## src/rtl/pong_paddle_bank.sv

```systemverilog
// ============================================================================
// Module   : pong_paddle_bank
// Bank of quadrature paddle channels: sync, decode, clamped Y, frame autopilot.
// Optional : PADDLE_ACCEL_EN adds same-direction step acceleration.
// Revision : 1.0
// ============================================================================
`default_nettype none

module pong_paddle_bank #(
   parameter int NUM_PADDLES   = 2,
   parameter int YW            = 11,
   parameter int SHEIGHT       = 480,
   parameter int PADDLE_HEIGHT = 25,
   parameter int PADDLE_SPEED  = 8,
   parameter int AUTO_SPEED    = 1,
   parameter int Y_INIT        = 236,
   parameter int ACCEL_WINDOW  = 1000
) (
   input  logic                      clk,
   input  logic                      reset,
   input  logic [NUM_PADDLES-1:0]    quad_a,
   input  logic [NUM_PADDLES-1:0]    quad_b,
   input  logic [NUM_PADDLES-1:0]    autopilot,
   input  logic                      frame_tick,
   input  logic [YW-1:0]             target_y,
   output logic [NUM_PADDLES*YW-1:0] paddle_y,
   output logic [NUM_PADDLES-1:0]    step_pulse,
   output logic [NUM_PADDLES-1:0]    err
);

   localparam int C_YMIN = PADDLE_HEIGHT;
   localparam int C_YMAX = SHEIGHT - 1 - PADDLE_HEIGHT;
   localparam int C_YRST = (Y_INIT < C_YMIN) ? C_YMIN :
                           (Y_INIT > C_YMAX) ? C_YMAX : Y_INIT;

   localparam logic signed [YW:0] C_YMIN_S   = (YW+1)'(C_YMIN);
   localparam logic signed [YW:0] C_YMAX_S   = (YW+1)'(C_YMAX);
   localparam logic signed [YW:0] C_SPEED_S  = (YW+1)'(PADDLE_SPEED);
   localparam logic signed [YW:0] C_AUTO_S   = (YW+1)'(AUTO_SPEED);
   localparam logic [YW-1:0]      C_YRST_U   = YW'(C_YRST);

   function automatic logic [YW-1:0] clamp_y(input logic signed [YW:0] v);
      logic signed [YW:0] r;
      if (v < C_YMIN_S)
         r = C_YMIN_S;
      else if (v > C_YMAX_S)
         r = C_YMAX_S;
      else
         r = v;
      return r[YW-1:0];
   endfunction

   // Position of a phase pair along the forward Gray cycle 00,01,11,10.
   function automatic logic [1:0] gray_idx(input logic [1:0] ab);
      logic [1:0] idx;
      case (ab)
         2'b00:   idx = 2'd0;
         2'b01:   idx = 2'd1;
         2'b11:   idx = 2'd2;
         default: idx = 2'd3;
      endcase
      return idx;
   endfunction

   logic [1:0] prime_q;
   logic [1:0] prime_d;
   logic       w_primed;

   always_comb begin
      prime_d = prime_q;
      if (prime_q != 2'd3)
         prime_d = prime_q + 2'd1;
   end

   always_ff @(posedge clk or posedge reset) begin
      if (reset)
         prime_q <= 2'd0;
      else
         prime_q <= prime_d;
   end

   assign w_primed = (prime_q == 2'd3);

   for (genvar i = 0; i < NUM_PADDLES; i++) begin : g_ch
      logic [1:0]         s1_q, s2_q, h_q;
      logic [YW-1:0]      y_q, y_d;
      logic               step_q, step_d;
      logic               err_q, err_d;
      logic [1:0]         w_hidx, w_sidx;
      logic               w_fwd, w_rev, w_ill;
      logic signed [YW:0] w_y_s, w_tgt_s, w_diff, w_mstep, w_sum;

      assign w_hidx = gray_idx(h_q);
      assign w_sidx = gray_idx(s2_q);
      assign w_ill  = w_primed & ((h_q ^ s2_q) == 2'b11);
      assign w_fwd  = w_primed & (w_sidx == w_hidx + 2'd1);
      assign w_rev  = w_primed & (w_hidx == w_sidx + 2'd1);

`ifdef PADDLE_ACCEL_EN
      localparam int GW = $clog2(ACCEL_WINDOW + 1);
      localparam logic [GW-1:0]      C_WIN_G    = GW'(ACCEL_WINDOW);
      localparam logic signed [YW:0] C_SPEED2_S = (YW+1)'(2 * PADDLE_SPEED);

      logic [GW-1:0] gap_q, gap_d;
      logic          dir_q, dir_d;
      logic          w_accel;

      // A saturated gap means "no recent event", so the first step after
      // reset or autopilot is never accelerated regardless of dir_q.
      always_comb begin
         gap_d = gap_q;
         dir_d = dir_q;
         if (autopilot[i]) begin
            gap_d = C_WIN_G;
            dir_d = 1'b0;
         end else if (w_fwd | w_rev) begin
            gap_d = '0;
            dir_d = w_fwd;
         end else if (gap_q != C_WIN_G) begin
            gap_d = gap_q + GW'(1);
         end
      end

      always_ff @(posedge clk or posedge reset) begin
         if (reset) begin
            gap_q <= C_WIN_G;
            dir_q <= 1'b0;
         end else begin
            gap_q <= gap_d;
            dir_q <= dir_d;
         end
      end

      assign w_accel = (w_fwd | w_rev) & (dir_q == w_fwd) & (gap_q < C_WIN_G);
      assign w_mstep = w_accel ? C_SPEED2_S : C_SPEED_S;
`else
      logic [31:0] w_unused_accel_window;
      assign w_unused_accel_window = ACCEL_WINDOW;
      assign w_mstep = C_SPEED_S;
`endif

      assign w_y_s   = $signed({1'b0, y_q});
      assign w_tgt_s = $signed({1'b0, target_y});
      assign w_diff  = w_tgt_s - w_y_s;

      always_comb begin
         y_d    = y_q;
         step_d = w_fwd | w_rev;
         err_d  = err_q | w_ill;
         w_sum  = w_y_s;
         if (autopilot[i]) begin
            if (frame_tick) begin
               if (w_diff > C_AUTO_S)
                  w_sum = w_y_s + C_AUTO_S;
               else if (w_diff < -C_AUTO_S)
                  w_sum = w_y_s - C_AUTO_S;
               else
                  w_sum = w_tgt_s;
               y_d = clamp_y(w_sum);
            end
         end else if (w_fwd) begin
            w_sum = w_y_s + w_mstep;
            y_d   = clamp_y(w_sum);
         end else if (w_rev) begin
            w_sum = w_y_s - w_mstep;
            y_d   = clamp_y(w_sum);
         end
      end

      always_ff @(posedge clk or posedge reset) begin
         if (reset) begin
            s1_q   <= 2'b00;
            s2_q   <= 2'b00;
            h_q    <= 2'b00;
            y_q    <= C_YRST_U;
            step_q <= 1'b0;
            err_q  <= 1'b0;
         end else begin
            s1_q   <= {quad_a[i], quad_b[i]};
            s2_q   <= s1_q;
            h_q    <= s2_q;
            y_q    <= y_d;
            step_q <= step_d;
            err_q  <= err_d;
         end
      end

      assign paddle_y[i*YW +: YW] = y_q;
      assign step_pulse[i]        = step_q;
      assign err[i]               = err_q;
   end

endmodule

`default_nettype wire
```

## config.mk

```make
export PLATFORM = sky130hd
export DESIGN_NAME = pong_paddle_bank
export DESIGN_NICKNAME = d
export VERILOG_FILES = /design/src/rtl/pong_paddle_bank.sv
export SDC_FILE = /design/constraint.sdc
export NUM_CORES = 1
export LEC_CHECK = 0
export ABC_AREA = 1
export BUFFER_PORTS_ARGS = -buffer_cell sky130_fd_sc_hd__buf_4
export CORE_MARGIN = 1
export CORE_UTILIZATION = 60
export CTS_BUF_LIST = sky130_fd_sc_hd__clkbuf_8
export DETAILED_ROUTE_END_ITERATION = 8
export GPL_TIMING_DRIVEN = 0
export PLACE_DENSITY = 0.89
export SKIP_LAST_GASP = 1
export SYNTH_ARGS = -nofsm -noshare
export SYNTH_HDL_FRONTEND = slang
export SYNTH_SLANG_ARGS = --single-unit
```

## constraint.sdc

```tcl
create_clock -name clk -period 6.95 [get_ports clk]
set_input_delay 0.695 -clock clk [delete_from_list [all_inputs] [get_ports clk]]
set_output_delay 0.695 -clock clk [all_outputs]
set_load 0.1 [all_outputs]
```

==> impl_metrics.tcl <==
set metrics [dict create \
    status "finished, final reports clean" \
    routabilityCongestion 1.01 \
    end_kind "flop" \
    drive_above_1_share 0.142 \
    path_max_fanout 10 \
    synth_cells 1006 \
    antenna_found_initial 0 \
    clk_latency_ns 0.31 \
    diodes 0 \
    synth-seq-area-share 0.167 \
    clkSlewWorstSetupHoldPaths_ns 0.09 \
    finalNonFillerCells 1192 \
    synth_area_leader_cell "nand2_1" \
    power.density_mw_per_mm2 440 \
    wl_per_cell_um 14.1 \
    drt-initial-drc-count 434 \
    cp_slowest_stage_delay_ns 0.58 \
    initial_core_util 0.621 \
    max_freq_ghz 0.252 \
    synth.most_common_cell "nand2_1" \
    path_buf_inv 4 \
    crit_slowest_cell "dfstp_2" \
    holdCritPathClass "flop to flop" \
    p_total_mw 2.94 \
    startpoint "g_ch[0].y_q[3]$_DFFE_PP1P_" \
    ys_types 55 \
    required_ns 7.17 \
    ir_drop_uv 356 \
    min_from "g_ch[0].s1_q[0]$_DFF_PP0_" \
    portBuffers 45 \
    num_io_pins 46 \
    cts_tree "done" \
    root_buffer "clkbuf_8" \
    cap_violations 0 \
    rows 36 \
    clock_path_buffers 2 \
    setup_violations 0 \
    netlist_area_mm2 0.00607 \
    core_mm2 0.00977 \
    viasPerCell 5.61 \
    post_cts.repair.setup_buffers 0 \
    fill_cells 905 \
    final.setup_skew_ns 0.00876 \
    synth.area.top_cells "nand2_1 17%, dfrtp_1 12%, inv_1 9.0%" \
    dpl.cell_count 1184 \
    syn_nets 1071 \
    track_usage 0.337 \
    overflow 0 \
    drt-total-wl_mm 16.9 \
    arrival_ns 4.20 \
    cts-resized-gates 0 \
    grt_pass1_vias 5921 \
    dpl_worst_slack_ns 3.07 \
    finalHoldViolations 0 \
    tns_ns 0 \
    synthToLayoutAreaGrowth_pct 10.2 \
    cts_hold_buf 0 \
    drc 0 \
    post-route-period-util 0.571 \
    dp_hpwl_mm 13.4 \
    die_area_mm2 0.0105 \
    async_flop_share 1.00 \
    netlist_top_cells_count "275 x nand2_1, 146 x inv_1, 132 x nor2_1" \
    synth_top_area_frac 0.170 \
    htree_levels 2 \
    ant_nets 0 \
    critPathMostFrequentCell "nand2_1" \
    start_kind "flop" \
    ys.flop_type "dfrtp_1" \
    rsz0062_at_grt "false" \
    r2r_start "g_ch[0].y_q[3]$_DFFE_PP1P_" \
    final.setup.worst_slack_ns 2.98 \
    finalNetCount 1123 \
    num_vias 6684 \
    worst_pin_slew_ns 0.904 \
    die_h_um 103 \
    grt_pass1_wl_mm 27.6 \
    dieWidth_um 103 \
    crit_family "simple AND/OR/NAND/NOR gates" \
    grt_start_max_net_pins 41 \
    ys_warn_count 0 \
    layout_min_cycle_time_ns 3.97 \
    first_pass_iters 6 \
    crit_type "flop to flop" \
    synth-seq-cells 40 \
    p_leak_nw 3.64 \
    syn_area_per_cell_um2 6.03 \
    cts_buffers 5 \
    maxSlewViolCount 0 \
    synth-edff-count 0 \
    cts.sinks 40 \
    slew_headroom 0.396 \
]
-- report_power, final --
group / switching (mW) / total (mW) / internal, mW
clock network: 0.0974 / 0.206 / 0.108
logic: 1.64 / 2.34 / 0.697
registers: 0.0843 / 0.393 / 0.308
-- layout make-up --
type                    count  area [um^2]  share of cell area
well taps                 133          166              0.0249
clock buffers               5         68.8              0.0103
multi-input cells         787         4310               0.645
clock inverters             3         47.5             0.00711
flip-flops and latches     40         1010               0.152
repair buffers             45          338              0.0505
plain buffers              22          153              0.0228
inverters                 157          589              0.0881
-- metal layers --
| metal | global-route usage | share of wire |
|---|---|---|
| met3 | 0.0461 | 0.089 |
| met5 | 0 | 0 |
| met1 | 0.427 | 0.41 |
| met4 | 0.164 | 0.043 |
| met2 | 0.564 | 0.45 |
-- flip-flops by register name, indices dropped and copies added, names as in the netlist --
| name | cells |
|---|---|
| g_ch.y_q | 22 |
| g_ch.h_q | 4 |
| g_ch.s1_q | 4 |
| g_ch.s2_q | 4 |
| g_ch.err_q | 2 |
| g_ch.step_q | 2 |
| prime_q | 2 |
-- cell usage in the layout, fill, tap and decap left out, types with 3 or more instances in the layout --
cell	count
buf_6	3
clkinv_1	5
xor2_1	43
nor2_1	132
a21oi_1	27
nand2_1	275
clkbuf_1	3
inv_1	145
buf_2	8
a21oi_2	6
nand2_2	18
a22oi_1	6
dfrtp_1	30
ha_1	43
nor3_1	12
dfstp_2	10
nor4_1	4
nand3_2	14
nand3_1	96
o21ai_1	5
a211oi_1	6
o21ai_0	25
nand3b_1	5
buf_4	52
clkbuf_8	5
o22ai_1	6
inv_2	7
nor2_2	6
nand4_1	15
a31oi_1	5
xnor2_1	4
-- worst paths after layout --
| check | cells after the start | endpoint | slack (ns) |
|---|---|---|---|
| worst max-delay path | 26 | g_ch[0].y_q[2]$_DFFE_PP1P_ | 2.98 |
| worst min-delay path | 0 | g_ch[0].s2_q[0]$_DFF_PP0_ | 0.35 |
| worst max register to register | 26 | g_ch[0].y_q[2]$_DFFE_PP1P_ | 2.98 |
| worst min register to register | 0 | g_ch[0].s2_q[0]$_DFF_PP0_ | 0.35 |
| max in group asynchronous | 2 | g_ch[1].y_q[10]$_DFFE_PP0P_ | 5.80 |
| min in group asynchronous | 2 | g_ch[0].h_q[1]$_DFF_PP0_ | 0.58 |
-- kinds of logic (layout without fill, tap and decap cells) --
kind of cell	Yosys count	in the layout	share of synthesized area
buffers and inverters	179	232	0.122
DFF	40	40	0.167
and+or+nand+nor	593	593	0.441
AOI/OAI and AO/OA	101	101	0.105
muxes	1	1	0.00186
adders and majority gates	45	45	0.0953
xor gates and xnor gates	47	47	0.0678
-- metrics by stage --
step	cell area [um^2]	hold WS [ns]	utilization
after global placement	6570	0.334	0.672
final	6690	0.352	0.684
after floorplan	6070	0.331	-
after global routing	6690	0.369	0.684
after detailed placement	6570	0.336	0.672
after CTS	6690	0.364	0.684
Note: power is estimated with default switching activity, not from simulation.
